==> src/rtl/sap_core_if.sv <==
// sap_core_if: program-load and status bundle for sap_core.
// SAP_CORE_INSTR_COUNT_EN adds the instr_count signal.
interface sap_core_if #(
    parameter int DW = 8,
    parameter int AW = 4
);
    logic          pr_mode;
    logic          pr_we;
    logic [AW-1:0] pr_address;
    logic [DW-1:0] pr_data;
    logic [DW-1:0] out_data;
    logic          out_valid;
    logic          halted;
    logic [1:0]    flags;
    logic [2:0]    step;
`ifdef SAP_CORE_INSTR_COUNT_EN
    logic [15:0]   instr_count;
`endif

    modport master (
`ifdef SAP_CORE_INSTR_COUNT_EN
        input  instr_count,
`endif
        output pr_mode, pr_we, pr_address, pr_data,
        input  out_data, out_valid, halted, flags, step
    );

    modport slave (
`ifdef SAP_CORE_INSTR_COUNT_EN
        output instr_count,
`endif
        input  pr_mode, pr_we, pr_address, pr_data,
        output out_data, out_valid, halted, flags, step
    );
endinterface

==> src/rtl/sap_core.sv <==
// sap_core: SAP-1 style accumulator CPU with on-chip program RAM.
// SAP_CORE_INSTR_COUNT_EN adds a saturating retired-instruction counter.
module sap_core #(
    parameter int DW = 8,
    parameter int AW = 4
) (
    input  logic      clk,
    input  logic      rst,
    sap_core_if.slave bus
);
    localparam logic [3:0] OP_LDA = 4'h1;
    localparam logic [3:0] OP_ADD = 4'h2;
    localparam logic [3:0] OP_SUB = 4'h3;
    localparam logic [3:0] OP_STA = 4'h4;
    localparam logic [3:0] OP_LDI = 4'h5;
    localparam logic [3:0] OP_JMP = 4'h6;
    localparam logic [3:0] OP_JC  = 4'h7;
    localparam logic [3:0] OP_JZ  = 4'h8;
    localparam logic [3:0] OP_OUT = 4'hE;
    localparam logic [3:0] OP_HLT = 4'hF;

    logic [DW-1:0] ram [0:(1<<AW)-1];

    logic [AW-1:0] pc;
    logic [AW-1:0] mar;
    logic [DW-1:0] ir;
    logic [DW-1:0] a;
    logic [DW-1:0] b;
    logic [DW-1:0] out_r;
    logic          out_v;
    logic          halted;
    logic          carry;
    logic          zero;
    logic [2:0]    step;

    logic [3:0]    op;
    logic [AW-1:0] opr;
    logic is_lda, is_add, is_sub, is_sta, is_ldi;
    logic is_jmp, is_out, is_hlt, is_alu, is_mem;
    logic jc_take, jz_take, done;

    logic [DW:0]   sum;
    logic [DW:0]   dif;
    logic [DW-1:0] res;
    logic          cout;

    logic          ram_we;
    logic [AW-1:0] ram_wa;
    logic [DW-1:0] ram_wd;

    assign op  = ir[DW-1:DW-4];
    assign opr = ir[AW-1:0];

    assign is_lda  = op == OP_LDA;
    assign is_add  = op == OP_ADD;
    assign is_sub  = op == OP_SUB;
    assign is_sta  = op == OP_STA;
    assign is_ldi  = op == OP_LDI;
    assign is_jmp  = op == OP_JMP;
    assign is_out  = op == OP_OUT;
    assign is_hlt  = op == OP_HLT;
    assign is_alu  = is_add | is_sub;
    assign is_mem  = is_lda | is_sta | is_alu;
    assign jc_take = (op == OP_JC) && carry;
    assign jz_take = (op == OP_JZ) && zero;

    // Last T-state of the current instruction
    assign done = (step == 3'd2 && !is_mem)
               || (step == 3'd3 && (is_lda || is_sta))
               || (step >= 3'd4);

    assign sum  = {1'b0, a} + {1'b0, b};
    assign dif  = {1'b0, a} - {1'b0, b};
    assign res  = is_sub ? dif[DW-1:0] : sum[DW-1:0];
    assign cout = is_sub ? ~dif[DW] : sum[DW];

    // Reset forces step to T0, so an interrupted STA never writes
    assign ram_we = bus.pr_mode ? bus.pr_we
                                : (!halted && step == 3'd3 && is_sta);
    assign ram_wa = bus.pr_mode ? bus.pr_address : mar;
    assign ram_wd = bus.pr_mode ? bus.pr_data : a;

    always_ff @(posedge clk) begin
        if (ram_we)
            ram[ram_wa] <= ram_wd;
    end

    always_ff @(posedge clk or negedge rst) begin
        if (!rst) begin
            pc     <= '0;
            mar    <= '0;
            ir     <= '0;
            a      <= '0;
            b      <= '0;
            out_r  <= '0;
            out_v  <= 1'b0;
            halted <= 1'b0;
            carry  <= 1'b0;
            zero   <= 1'b0;
            step   <= '0;
        end else if (bus.pr_mode) begin
            pc     <= '0;
            step   <= '0;
            halted <= 1'b0;
            out_v  <= 1'b0;
        end else if (halted) begin
            out_v  <= 1'b0;
        end else begin
            out_v <= 1'b0;
            step  <= done ? 3'd0 : step + 3'd1;
            unique case (step)
                3'd0: mar <= pc;
                3'd1: begin
                    ir <= ram[mar];
                    pc <= pc + AW'(1);
                end
                3'd2: begin
                    unique case (1'b1)
                        is_mem:  mar <= opr;
                        is_ldi:  a <= DW'(opr);
                        is_jmp:  pc <= opr;
                        jc_take: pc <= opr;
                        jz_take: pc <= opr;
                        is_out: begin
                            out_r <= a;
                            out_v <= 1'b1;
                        end
                        is_hlt:  halted <= 1'b1;
                        default: ;
                    endcase
                end
                3'd3: begin
                    unique case (1'b1)
                        is_lda:  a <= ram[mar];
                        is_alu:  b <= ram[mar];
                        default: ;
                    endcase
                end
                3'd4: begin
                    a     <= res;
                    carry <= cout;
                    zero  <= (res == '0);
                end
                default: ;
            endcase
        end
    end

`ifdef SAP_CORE_INSTR_COUNT_EN
    logic [15:0] icnt;

    always_ff @(posedge clk or negedge rst) begin
        if (!rst)
            icnt <= '0;
        else if (bus.pr_mode)
            icnt <= '0;
        else if (!halted && done && icnt != 16'hFFFF)
            icnt <= icnt + 16'd1;
    end

    assign bus.instr_count = icnt;
`endif

    assign bus.out_data  = out_r;
    assign bus.out_valid = out_v;
    assign bus.halted    = halted;
    assign bus.flags     = {carry, zero};
    assign bus.step      = step;
endmodule

==> src/flat_wrapper.sv <==
// flat-port wrapper written by rule: the top's interface ports become plain ports
module sap_core_flat 
#(
    parameter int DW = 8,
    parameter int AW = 4
)
  (clk, rst, bus_pr_mode, bus_pr_we, bus_pr_address, bus_pr_data, bus_out_data, bus_out_valid, bus_halted, bus_flags, bus_step);
  sap_core_if #(.DW(DW), .AW(AW)) bus_i ();
  input  logic clk;
  input  logic rst;
  input wire logic [$bits(bus_i.pr_mode)-1:0] bus_pr_mode;
  input wire logic [$bits(bus_i.pr_we)-1:0] bus_pr_we;
  input wire logic [$bits(bus_i.pr_address)-1:0] bus_pr_address;
  input wire logic [$bits(bus_i.pr_data)-1:0] bus_pr_data;
  output wire logic [$bits(bus_i.out_data)-1:0] bus_out_data;
  output wire logic [$bits(bus_i.out_valid)-1:0] bus_out_valid;
  output wire logic [$bits(bus_i.halted)-1:0] bus_halted;
  output wire logic [$bits(bus_i.flags)-1:0] bus_flags;
  output wire logic [$bits(bus_i.step)-1:0] bus_step;
  assign bus_i.pr_mode = bus_pr_mode;
  assign bus_i.pr_we = bus_pr_we;
  assign bus_i.pr_address = bus_pr_address;
  assign bus_i.pr_data = bus_pr_data;
  assign bus_out_data = bus_i.out_data;
  assign bus_out_valid = bus_i.out_valid;
  assign bus_halted = bus_i.halted;
  assign bus_flags = bus_i.flags;
  assign bus_step = bus_i.step;
  sap_core #(.DW(DW), .AW(AW)) u_core (.clk(clk), .rst(rst), .bus(bus_i));
endmodule
==> config.mk <==
export PLATFORM = sky130hd
export DESIGN_NAME = sap_core_flat
export DESIGN_NICKNAME = d
export VERILOG_FILES = /design/src/rtl/sap_core_if.sv /design/src/rtl/sap_core.sv /design/src/flat_wrapper.sv
export SDC_FILE = /design/constraint.sdc
export NUM_CORES = 1
export LEC_CHECK = 0
export ABC_AREA = 1
export BUFFER_PORTS_ARGS = -buffer_cell sky130_fd_sc_hd__buf_2
export CAP_MARGIN = 20
export CORE_MARGIN = 1
export CORE_UTILIZATION = 67
export CTS_CLUSTER_DIAMETER = 40
export DETAILED_ROUTE_END_ITERATION = 16
export PLACE_DENSITY_LB_ADDON = 0.08
export SYNTH_ARGS = -nofsm -noshare
export SYNTH_HDL_FRONTEND = slang
export SYNTH_SLANG_ARGS = --single-unit
==> constraint.sdc <==
create_clock -name clk -period 3.71 [get_ports clk]
set_input_delay 0.371 -clock clk [delete_from_list [all_inputs] [get_ports clk]]
set_output_delay 0.371 -clock clk [all_outputs]
set_load 0.1 [all_outputs]
# After elaboration in Yosys (flattened, before gate mapping)
# Memory sizes are Yosys's and may differ from the RTL's.
# Index checks and enable logic that the tools add are counted.
# classes
n_addsub,4
n_lt_le_gt_ge,1
eq_ne,19
mux,27
n_bitwise,6
n_reduce_logical,24
# op_table
operator,count
8-bit two-way mux,4
8-bit case mux with 3 select lines,1
4-bit two-way mux,5
"4-bit by 3-bit equality test with 1-bit output, second input constant",4
4-bit case mux with 2 select lines,2
"4-bit equality test, second input constant",3
1-bit two-way mux,12
4-bit AND reduction,3
8-bit by 8-bit adder with 9-bit output,1
3-bit two-way mux,3
3-bit AND reduction,3
8-bit by 8-bit subtractor with 9-bit output,1
"4-bit by 2-bit equality test with 1-bit output, second input constant",2
8-bit zero test,1
"3-bit by 2-bit equality test with 1-bit output, second input constant",2
1-bit logical AND,6
"2-bit by 1-bit != test with 1-bit output, second input constant",3
3-bit nonzero test,2
5-bit AND reduction,1
"4-bit by 1-bit adder with 4-bit output, second input constant",1
"4-bit by 1-bit equality test with 1-bit output, second input constant",1
"3-bit by 1-bit adder with 3-bit output, second input constant",1
"3-bit by 1-bit equality test with 1-bit output, second input constant",1
"3-bit equality test, second input constant",1
10 further kinds,17
# word_totals
reg_bits,47
ramBits,128
output_inout_bits,15
elab_cells,93
n_memories,1
# mem_list
memory,words,width,read_ports,rd_ports_with_merged_regs,write_ports,line_no,text
u_core.ram,16,8,1,0,1,sap_core.sv:22,logic [DW-1:0] ram [0:(1<<AW)-1];

# Depth between registers and ports, before layout
# Gate-level depths: netlist of the first run.
# logic_depth
depth_word,10
depth_mapped,15
ltp_nobuf,15

# Least setup slack after synthesis of the first run
# No wires, ideal clock.
# synth_timing
kind,register to register
start,register u_core.step[1] (netlist: u_core.bus.step[1])
end,memory u_core.ram[12][0] (enable)
setup_time_ns,0.370
t_arrival_ns,2.389
required_time_ns,3.340
path_slack_ns,0.951
path_stages_with_launch,7
n_path_buf,0
synth_period_minus_slack_ns,2.759
cell_sequence,dfrtp_1 > ha_1 > ha_1 > inv_1 > o31ai_4 > nand3_1 > nor2_1
# synth_via
elab_chain_len,6
# synth_lines
item,line_no,text
start: declaration,sap_core.sv:34,logic [2:0] step;
start signal: assignment,sap_core.sv:110,step <= done ? 3'd0 : step + 3'd1;
3-bit by 2-bit equality test with 1-bit output,sap_core.sv:79,: (!halted && step == 3'd3 && is_sta);
1-bit logical AND (2 in a row),sap_core.sv:79,
1-bit two-way mux,sap_core.sv:78,assign ram_we = bus.pr_mode ? bus.pr_we
1-bit two-way mux,sap_core.sv:84,if (ram_we)
1-bit two-way mux (implied by the code),sap_core.sv:85,ram[ram_wa] <= ram_wd;
end: declaration,sap_core.sv:22,
# No other way between the ends.

# Final worst setup path of the first run
# layout_timing
start,register u_core.step[0] (netlist: u_core.bus.step[0])
end,memory u_core.ram[5][1] (enable)
# Same word-level chain as after synthesis.

==> results.sh, run 1 <==
export IMPL_outcome="completed"
export IMPL_ys_warnings_count=0
export IMPL_via_count=6378
export IMPL_ant_nets=0
export IMPL_max_stage_delay_ps=570
export IMPL_p_leak_uw=0.00374
export IMPL_ir_drop_mv=0.476
export IMPL_cts_made_buffers=17
export IMPL_yosysMostFrequentCell="nand2_1"
export IMPL_max_freq_mhz=392
export IMPL_drive_gt1_frac=0.114
export IMPL_clk_latency_ps=430
export IMPL_cts_num_sinks=175
export IMPL_wirelength_microns=19900
export IMPL_synth_cell_types=44
export IMPL_grt_pass1_vias=6197
export IMPL_drv_slew=0
export IMPL_clkTransAtPathRegs_ps=70
export IMPL_min_path_type="primary input to asynchronous set/reset pin"
export IMPL_synthArstFlopShare=0.269
export IMPL_synth_area_leader_cell="edfxtp_1"
export IMPL_num_rows=40
export IMPL_initial_core_util=0.694
export IMPL_ys_top_cells_by_area="edfxtp_1 (46%), dfrtp_1 (14%), nand2_1 (6.9%)"
export IMPL_die_area_sq_um=13000
export IMPL_post_route_period_util=0.688
export IMPL_required_ps=3770
export IMPL_crit_chain="ha_1 -> ha_1 -> inv_1 -> o31ai_4 -> nand3_1 -> nor2_1"
export IMPL_critPathKind="flop to flop"
export IMPL_drt_iter0_drc=634
export IMPL_antenna_found_initial=0
export IMPL_yosysTopAreaCellShare=0.457
export IMPL_grt_max_degree=59
export IMPL_cts_tree="built"
export IMPL_port_buffers=30
export IMPL_clock_root_buffer="clkbuf_16"
export IMPL_crit_fanout=8
export IMPL_fin_nets=927
export IMPL_rsz0062_at_grt="no"
export IMPL_hold_viol=0
export IMPL_synthFlopType="edfxtp_1"
export IMPL_fill_cells=865
export IMPL_layout_setup_ws_ps=1160
export IMPL_setup_viol=0
export IMPL_drc=0
export IMPL_via_per_inst=5.98
export IMPL_antennaDiodeCount=0
export IMPL_core_area_sq_um=12100
export IMPL_power_density_nw_per_um2=828
export IMPL_drv_cap=0
export IMPL_grt_overflow_total=0
export IMPL_pre_cts_slack_ps=990
export IMPL_startpoint_type="flop"
export IMPL_ioPinCount=31
export IMPL_avgSynthCellArea_sq_um=9.76
export IMPL_fp_dieW_microns=114
export IMPL_dp_hpwl_microns=13700
export IMPL_cts_path_max_buffers=2
export IMPL_drt_first_pass_iters=7
export IMPL_setup_tns_ps=0
export IMPL_yosysSeqAreaShare=0.597
export IMPL_chipHeight_microns=114
export IMPL_htree_levels=4
export IMPL_relSlewSlack=0.355
export IMPL_arrival_ps=2610
export IMPL_worst_slew_pin_slew_ps=968
export IMPL_cp_end_kind="flop"
export IMPL_syn_instance_count=861
export IMPL_cpMostUsedCell="ha_1"
export IMPL_ys_ff_latch=175
export IMPL_synth_net_count=902
export IMPL_syn_cell_area_sq_um=8410
export IMPL_crit_slowest_cell="nor2_1"
export IMPL_wl_per_cell_microns=18.7
export IMPL_synthTopCellsByCount="nand2_1 (154), nor2_1 (145), edfxtp_1 (128), o21ai_0 (99), inv_1 (56)"
export IMPL_area_growth_pct=9.85
export IMPL_period_minus_slack_ps=2550
export IMPL_routabilityCongestion=0.920
export IMPL_synth_edff_count=128
export IMPL_clock_skew_ps=8.67
export IMPL_grt_pass1_wl_microns=31300
export IMPL_grt_usage=0.330
[placed cells by master (no fill, tap or decap), types with 9 or more instances in the layout]
cell       instances
a21oi_1           25
buf_2             30
buf_4              9
clkbuf_16         17
dfrtp_1           46
edfxtp_1         128
ha_1              23
inv_1             56
inv_2              9
nand2_1          154
nand3_1           52
nand4_1            9
nor2_1           145
o211ai_1          23
o21ai_0           91
o21ai_1           20
[timing repair]
| action | in CTS | in global routing |
|---|---|---|
| setup buffers | 0 | 0 |
| hold buffers | 0 | 1 |
| endpoints found under the hold margin | 0 | 9 |
| gates resized for setup | 0 | 0 |
[critical path, delay by kind of cell, from the launching register on]
family	cells	cell delay [ps]
AOI/OAI and AO/OA	1	410
and+or+nand+nor	2	850
DFF	1	390
buffers and inverters	1	140
adders and majority gates	2	390
[sequential cells by signal (all words and copies together) (netlist names)]
register and cells:
u_core.bus.out_valid 1, u_core.a 8, u_core.ram 128, u_core.bus.step 3, u_core.bus.out_data 8, u_core.bus.halted 1
u_core.ir 8, u_core.pc 4, u_core.carry 1, u_core.mar 4, u_core.zero 1, u_core.b 8
[metrics by stage]
| stage | util | hold WS, ps | instance area, sq um | instances | power (uW) |
|---|---|---|---|---|---|
| floorplan | - | 75.4 | 8410 | 861 | 5100 |
| global placement | 0.713 | 466 | 8640 | 1033 | 5810 |
| detailed placement | 0.713 | 484 | 8640 | 1033 | 5880 |
| CTS | 0.760 | 143 | 9210 | 1064 | 7600 |
| global route | 0.763 | 356 | 9240 | 1066 | 8070 |
| finish | 0.763 | 346 | 9240 | 1066 | 7650 |
[final timing paths]
| path | start | endpoint | slack (ps) | depth (start not counted) |
|---|---|---|---|---|
| setup / recovery | u_core.bus.step[0] | u_core.ram[5][1] | 1160 | 6 |
| min in group clk | u_core.bus.out_data[0] | u_core.bus.out_data[0] | 500 | 2 |
| max in group asynchronous | rst | u_core.bus.out_data[5] | 2880 | 3 |
| hold / removal | rst | u_core.bus.out_data[0] | 350 | 2 |
| hold reg to reg | u_core.bus.out_data[0] | u_core.bus.out_data[0] | 500 | 2 |
| setup reg to reg | u_core.bus.step[0] | u_core.ram[5][1] | 1160 | 6 |
[final cells by class]
type | instances | area [sq um] | area share
clock buffer | 18 | 429 | 0.0465
multi-input combinational | 581 | 2920 | 0.316
clock inverter | 13 | 140 | 0.0152
tap | 168 | 210 | 0.0228
sequential | 175 | 5020 | 0.544
timing repair buffer | 41 | 248 | 0.0268
inverter | 70 | 267 | 0.0289
[layer usage]
metal / share of wire / track usage
met3: 0.074 / 0.0648
met4: 0.033 / 0.169
met1: 0.39 / 0.416
met5: 0 / 0
met2: 0.50 / 0.546
[cells by family after synthesis]
family,Yosys count,share of synthesized area
xor gates and xnor gates,2,0.00208
AOI/OAI and AO/OA,172,0.114
and+or+nand+nor,382,0.191
buffers and inverters,105,0.0564
DFF,175,0.597
adders and majority gates,25,0.0390
[report_power, final]
group	switching (uW)	leakage, uW	internal (uW)
Clock	733	0.000270	988
Sequential	231	0.00176	2430
Combinational	2360	0.00171	906
Total	3330	0.00374	4320
Power figures use the tool's default switching activity.
==> inputs of run 2 (changes only) <==
Settings changed: ABC_AREA 1 to 0, CORE_UTILIZATION 67 to 56.
Clock period 3.71 ns to 2.1 ns, I/O delays scaled along.
==> run 2 against run 1 <==
Effect of this change:
- the flow now finishes with violations (negative setup slack)
- wire length decreased by 6.7%
- core utilization decreased by 1.4 points
- global-route usage decreased by 5.7 points
- synthesized cell count decreased by 37%
- sequential power increased by 66%
- sequential share of layout area decreased by 6.1 points
- register-to-register slack got worse by 1400 ps
- largest power group unchanged
- via count decreased by 20%
- hold slack got worse by 160 ps
- first-iteration DRC count decreased by 27%
- maximum frequency increased by 6.8%
==> results.sh, run 2 <==
export IMPL_outcome="complete, but fails checks"
export IMPL_rsz0062_at_grt="yes"
export IMPL_avgSynthCellArea_sq_um=14.8
export IMPL_syn_cell_area_sq_um=8030
export IMPL_ioPinCount=31
export IMPL_synth_area_leader_cell="edfxtp_1"
export IMPL_synth_cell_types=55
export IMPL_yosysSeqAreaShare=0.625
export IMPL_num_rows=43
export IMPL_ys_top_cells_by_area="edfxtp_1 (48%), dfrtp_1 (15%), mux4_2 (11%)"
export IMPL_worst_slew_pin_slew_ps=961
export IMPL_port_buffers=30
export IMPL_yosysTopAreaCellShare=0.479
export IMPL_final_area_sq_um=10400
export IMPL_grt_overflow_total=0
export IMPL_core_area_sq_um=13900
export IMPL_fp_dieW_microns=122
export IMPL_clock_root_buffer="clkbuf_16"
export IMPL_via_count=5122
export IMPL_synth_net_count=584
export IMPL_wirelength_microns=18600
export IMPL_layout_common_cells="edfxtp_1 (128), buf_4 (75), nand2_1 (49)"
export IMPL_period_minus_slack_ps=2390
export IMPL_ir_drop_mv=0.911
export IMPL_cts_made_buffers=17
export IMPL_yosysMostFrequentCell="edfxtp_1"
export IMPL_multi_input_area_sq_um=3250
export IMPL_grt_pass1_vias=5160
export IMPL_p_sw_uw=4510
export IMPL_switching_share=0.357
export IMPL_power_density_nw_per_um2=1210
export IMPL_setup_viol=26
export IMPL_fin_nets=710
export IMPL_synthFlopType="edfxtp_1"
export IMPL_max_freq_mhz=418
export IMPL_layout_setup_ws_ps=-291
export IMPL_die_area_sq_um=14800
export IMPL_antennaDiodeCount=0
export IMPL_violations="negative setup slack"
export IMPL_synthArstFlopShare=0.269
export IMPL_synth_edff_count=128
export IMPL_clkTransAtPathRegs_ps=70
export IMPL_regArea_sq_um=5030
export IMPL_hold_viol=0
export IMPL_drc=0
export IMPL_clk_latency_ps=430
export IMPL_arrival_ps=2740
export IMPL_required_ps=2450
export IMPL_postPlaceCellArea_sq_um=9370
export IMPL_drv_slew=0
export IMPL_grt_pass1_wl_microns=28700
export IMPL_initial_core_util=0.576
export IMPL_drv_cap=0
export IMPL_chipHeight_microns=122
export IMPL_clock_skew_ps=14.6
export IMPL_cp_end_kind="flop"
export IMPL_startpoint_type="flop"
export IMPL_post_route_util=0.748
export IMPL_pwr_share_seq=0.349
export IMPL_fill_cells=831
export IMPL_grt_max_degree=38
export IMPL_synthTopCellsByCount="edfxtp_1 (128), nand2_1 (51), dfrtp_1 (47), mux4_2 (40), nor2_1 (39)"
export IMPL_drt_first_pass_iters=5
export IMPL_cts_path_max_buffers=2
export IMPL_syn_instance_count=543
export IMPL_cts_tree="built"
export IMPL_dp_hpwl_microns=12600
export IMPL_area_growth_pct=29.9
export IMPL_antenna_found_initial=0
export IMPL_routabilityCongestion=0.890
export IMPL_regMostFlops="u_core.ram"
export IMPL_largest_register_ffs=128
export IMPL_min_path_type="primary input to asynchronous set/reset pin"
export IMPL_ys_warnings_count=0
export IMPL_relSlewSlack=0.357
export IMPL_drive_gt1_frac=0.449
export IMPL_p_comb_frac=0.413
export IMPL_mostFrequentLayoutCell="edfxtp_1"
export IMPL_post_route_period_util=1.14
export IMPL_cts_num_sinks=175
export IMPL_wl_per_cell_microns=21.5
export IMPL_via_per_inst=5.94
export IMPL_p_leak_uw=0.00392
export IMPL_drt_iter0_drc=463
export IMPL_ys_ff_latch=175
export IMPL_p_clk_frac=0.238
export IMPL_critPathKind="flop to flop"
export IMPL_crit_fanout=2
export IMPL_p_int_uw=8130
export IMPL_grt_usage=0.273
export IMPL_htree_levels=4
export IMPL_ant_nets=0
export IMPL_fin_total_pwr_uw=12600
## run 2: cell count changes after synthesis, sizes merged, moves of 22 or more
cell    before  now
inv         66   25
mux2         0   25
mux4         0   40
nand2      158   51
nand3       53    5
nor2       151   39
o211ai      23    1
o21ai      116   38
## run 2: stage by stage
step                cells  TNS (ps)  worst slack, ps  hold slack (ps)
global route          862     -4870             -423              217
global placement      809     -1470             -216             94.3
detailed placement    809     -1730             -264              106
CTS                   856     -2510             -216              189
floorplan             543     -6950             -130            -85.6
finish                862     -2710             -291              189
## run 2: worst paths after layout
check / from / slack [ps] / cells past startpoint / end
setup / recovery: u_core.a[0] / -290 / 11 / u_core.zero
setup reg to reg: u_core.a[0] / -290 / 11 / u_core.zero
hold reg to reg: u_core.bus.out_data[2] / 480 / 2 / u_core.bus.out_data[2]
hold / removal: rst / 190 / 2 / u_core.a[6]
max in group asynchronous: rst / 1280 / 3 / u_core.mar[0]
min in group clk: bus_pr_data[0] / 350 / 4 / u_core.ram[1][0]
## run 2: what timing repair did
item | 4_1_cts | 5_1_grt
pin swaps | 19 | 22
endpoints found under the hold margin | 23 | 0
buffers inserted | 12 | 8
cloned | 2 | 0
resized for setup | 29 | 28
hold buffers | 1 | 0
setup endpoints to repair | 32 | 162
## run 2: final cells by class
cell class | instances | area share
Clock buffer | 18 | 0.0412
Clock inverter | 14 | 0.0137
Inverter | 25 | 0.00972
Multi-Input combinational cell | 316 | 0.312
Sequential cell | 175 | 0.483
Tap cell | 180 | 0.0216
Timing Repair Buffer | 134 | 0.119
## run 2: power by group through the flow
stage	clock [uW]	sequential, uW	combinational [uW]
floorplan	0	4770	2680
global placement	0	4440	4380
detailed placement	0	4460	4460
CTS	3060	4400	4940
global route	3180	4440	5570
finish	3010	4410	5220
## run 2: critical path, cell delays in order, from the launching register on
cell	delay (ps)
dfrtp_1	390
inv_2	80
ha_4	120
inv_2	30
fa_2	360
a21oi_2	190
nor2b_1	60
o21ai_1	160
o31ai_2	90
xor2_1	180
or4_1	510
o21ai_1	140
## run 2: kinds of logic (layout without fill, tap and decap cells)
kind of cell               Yosys count  in the layout  synth area share
muxes                               72             72             0.156
buffers and inverters               52            191            0.0302
DFF                                175            175             0.625
AOI/OAI and AO/OA                   82             82            0.0653
adders and majority gates           25             25            0.0408
xor gates and xnor gates             7              7           0.00763
and+or+nand+nor                    130            130            0.0749
## run 2: routing by layer
metal  wire length (microns)  vias up  global-route usage  part of all wire
li1                        -     2324                   -                 -
met4                     596        0               0.123             0.032
met5                       0        -                   0                 0
met1                    7600     2606               0.356              0.41
met3                     734       43              0.0478             0.040
met2                    9630      149               0.448              0.52
==> inputs of run 3 (changes only) <==
Settings changed: CORE_UTILIZATION 56 to 58, CTS_BUF_LIST set to sky130_fd_sc_hd__clkbuf_2 sky130_fd_sc_hd__clkbuf_4 sky130_fd_sc_hd__clkbuf_8.
==> run 3 against run 2 <==
Effect of this change:
- the flow still finishes with violations (negative setup slack)
- combinational power down 6.7%
- non-clock buffer count decreased by 6
- sequential share of layout area is 1.5 points higher
- critical path depth shrank 3
- register-to-register slack improved by 70 ps
- total power decreased by 9.6%
- via count down 2.4%
- first-iteration DRC count down 10%
- setup slack improved by 69 ps
- die area decreased by 3.4%
- critical endpoint unchanged
- largest cell class unchanged
- largest power group unchanged
==> results.sh, run 3 (synthesized netlist as in run 2, its figures left out) <==
export IMPL_outcome="complete, but fails checks"
export IMPL_violations="negative setup slack"
export IMPL_drv_slew=0
export IMPL_chipHeight_microns=120
export IMPL_antenna_found_initial=0
export IMPL_max_stage_delay_ps=510
export IMPL_fin_cells=852
export IMPL_dp_hpwl_microns=12500
export IMPL_grt_overflow_total=0
export IMPL_wl_per_cell_microns=20.4
export IMPL_wirelength_microns=17400
export IMPL_num_rows=42
export IMPL_startpoint_type="flop"
export IMPL_critPathKind="flop to flop"
export IMPL_post_route_period_util=1.11
export IMPL_crit_chain="ha_2 -> fa_2 -> a21oi_2 -> nor2_1 -> o31ai_1 -> xor2_1 -> or4_1 -> o21ai_1"
export IMPL_area_growth_pct=25.9
export IMPL_cts_tree="built"
export IMPL_placed_cells=810
export IMPL_cp_end_kind="flop"
export IMPL_cts_made_buffers=17
export IMPL_drive_gt1_frac=0.432
export IMPL_pre_cts_slack_ps=-245
export IMPL_cts_num_sinks=175
export IMPL_drt_first_pass_iters=5
export IMPL_via_per_inst=5.87
export IMPL_period_minus_slack_ps=2320
export IMPL_worst_slew_pin_slew_ps=944
export IMPL_crit_slowest_cell="or4_1"
export IMPL_drv_cap=0
export IMPL_grt_pass1_wl_microns=28100
export IMPL_routabilityCongestion=0.910
export IMPL_via_count=4998
export IMPL_clkTransAtPathRegs_ps=90
export IMPL_grt_usage=0.266
export IMPL_mostFrequentLayoutCell="edfxtp_1"
export IMPL_antennaDiodeCount=0
export IMPL_power_density_nw_per_um2=1130
export IMPL_ioPinCount=31
export IMPL_fp_dieW_microns=120
export IMPL_min_path_type="primary input to flop"
export IMPL_relSlewSlack=0.368
export IMPL_setup_viol=81
export IMPL_core_area_sq_um=13300
export IMPL_layout_setup_ws_ps=-222
export IMPL_max_freq_mhz=431
export IMPL_clock_root_buffer="clkbuf_8"
export IMPL_rsz0062_at_grt="yes"
export IMPL_die_area_sq_um=14300
export IMPL_ant_nets=0
export IMPL_clk_latency_ps=450
export IMPL_regMostFlops="u_core.ram"
export IMPL_grt_max_degree=38
export IMPL_required_ps=2490
export IMPL_hold_viol=0
export IMPL_htree_levels=4
export IMPL_layout_common_cells="edfxtp_1 (128), buf_4 (69), nand2_1 (49)"
export IMPL_drt_iter0_drc=416
export IMPL_ir_drop_mv=0.659
export IMPL_largest_register_ffs=128
export IMPL_initial_core_util=0.602
export IMPL_cts_path_max_buffers=2
export IMPL_crit_fanout=3
export IMPL_fin_nets=704
export IMPL_p_leak_uw=0.00375
export IMPL_drc=0
export IMPL_port_buffers=30
export IMPL_grt_pass1_vias=5156
export IMPL_arrival_ps=2710
export IMPL_clock_skew_ps=12.7
## run 3: cell count changes in the layout (fill, tap and decap cells not counted), moves of 4 or more
cell / previous run / this run
inv_8: 4 / 0
buf_4: 75 / 69
clkbuf_8: 0 / 17
clkinvlp_4: 1 / 5
clkbuf_16: 17 / 0
## run 3: critical path, delay by kind of cell (launching register included)
kind            cells  cell delay (ps)
compound gates      3              560
xor+xnor            1              110
fa+ha+maj           2              570
flops               1              440
simple gates        2              570
## run 3: path summary, 6_finish.rpt
kind / startpoint / endpoint / slack [ps] / cells past startpoint
setup / recovery: u_core.b[0] / u_core.zero / -220 / 8
hold reg to reg: u_core.bus.out_data[6] / u_core.bus.out_data[6] / 470 / 2
hold / removal: bus_pr_mode / u_core.pc[1] / 190 / 2
max in group asynchronous: rst / u_core.mar[0] / 1290 / 3
min in group asynchronous: rst / u_core.bus.out_data[0] / 270 / 2
setup reg to reg: u_core.b[0] / u_core.zero / -220 / 8
## run 3: report_power, final
group | switching, uW | total [uW] | internal, uW | leakage [uW]
sequential | 289 | 4410 | 4120 | 0.00177
clock | 1190 | 2150 | 962 | 0.000169
combinational | 2630 | 4870 | 2240 | 0.00180
## run 3: timing repair
item,in CTS,in global routing
resized for setup,26,26
setup buffers,9,7
pin swaps,17,14
endpoints found under the setup margin,159,165
endpoints found under the hold margin,20,0
hold buffers,1,0
cloned,2,0
## run 3: routing by layer
metal / GRT usage / routed length (microns)
met5: 0 / 0
met4: 0.102 / 421
met3: 0.0494 / 788
met2: 0.442 / 9030
met1: 0.352 / 7180
## run 3: final cells by class
type                       count  area (sq um)
clock buffer                  19           249
clock inverter                13           116
fill                         783          3230
inverter                      25          98.8
multi-input combinational    316          3200
sequential                   175          5030
tap                          176           220
timing repair buffer         128          1200
## run 3: stage by stage
step | util | setup TNS (ps) | cell area, sq um | hold slack, ps | total power (uW)
final | 0.758 | -3330 | 10100 | 191 | 11400
after global routing | 0.758 | -9220 | 10100 | 195 | 12000
after CTS | 0.753 | -2500 | 10100 | 146 | 11400
after detailed placement | 0.705 | -4740 | 9410 | 214 | 8900
after global placement | 0.705 | -1770 | 9410 | 202 | 8820
after floorplan | - | -6950 | 8310 | -85.6 | 7440
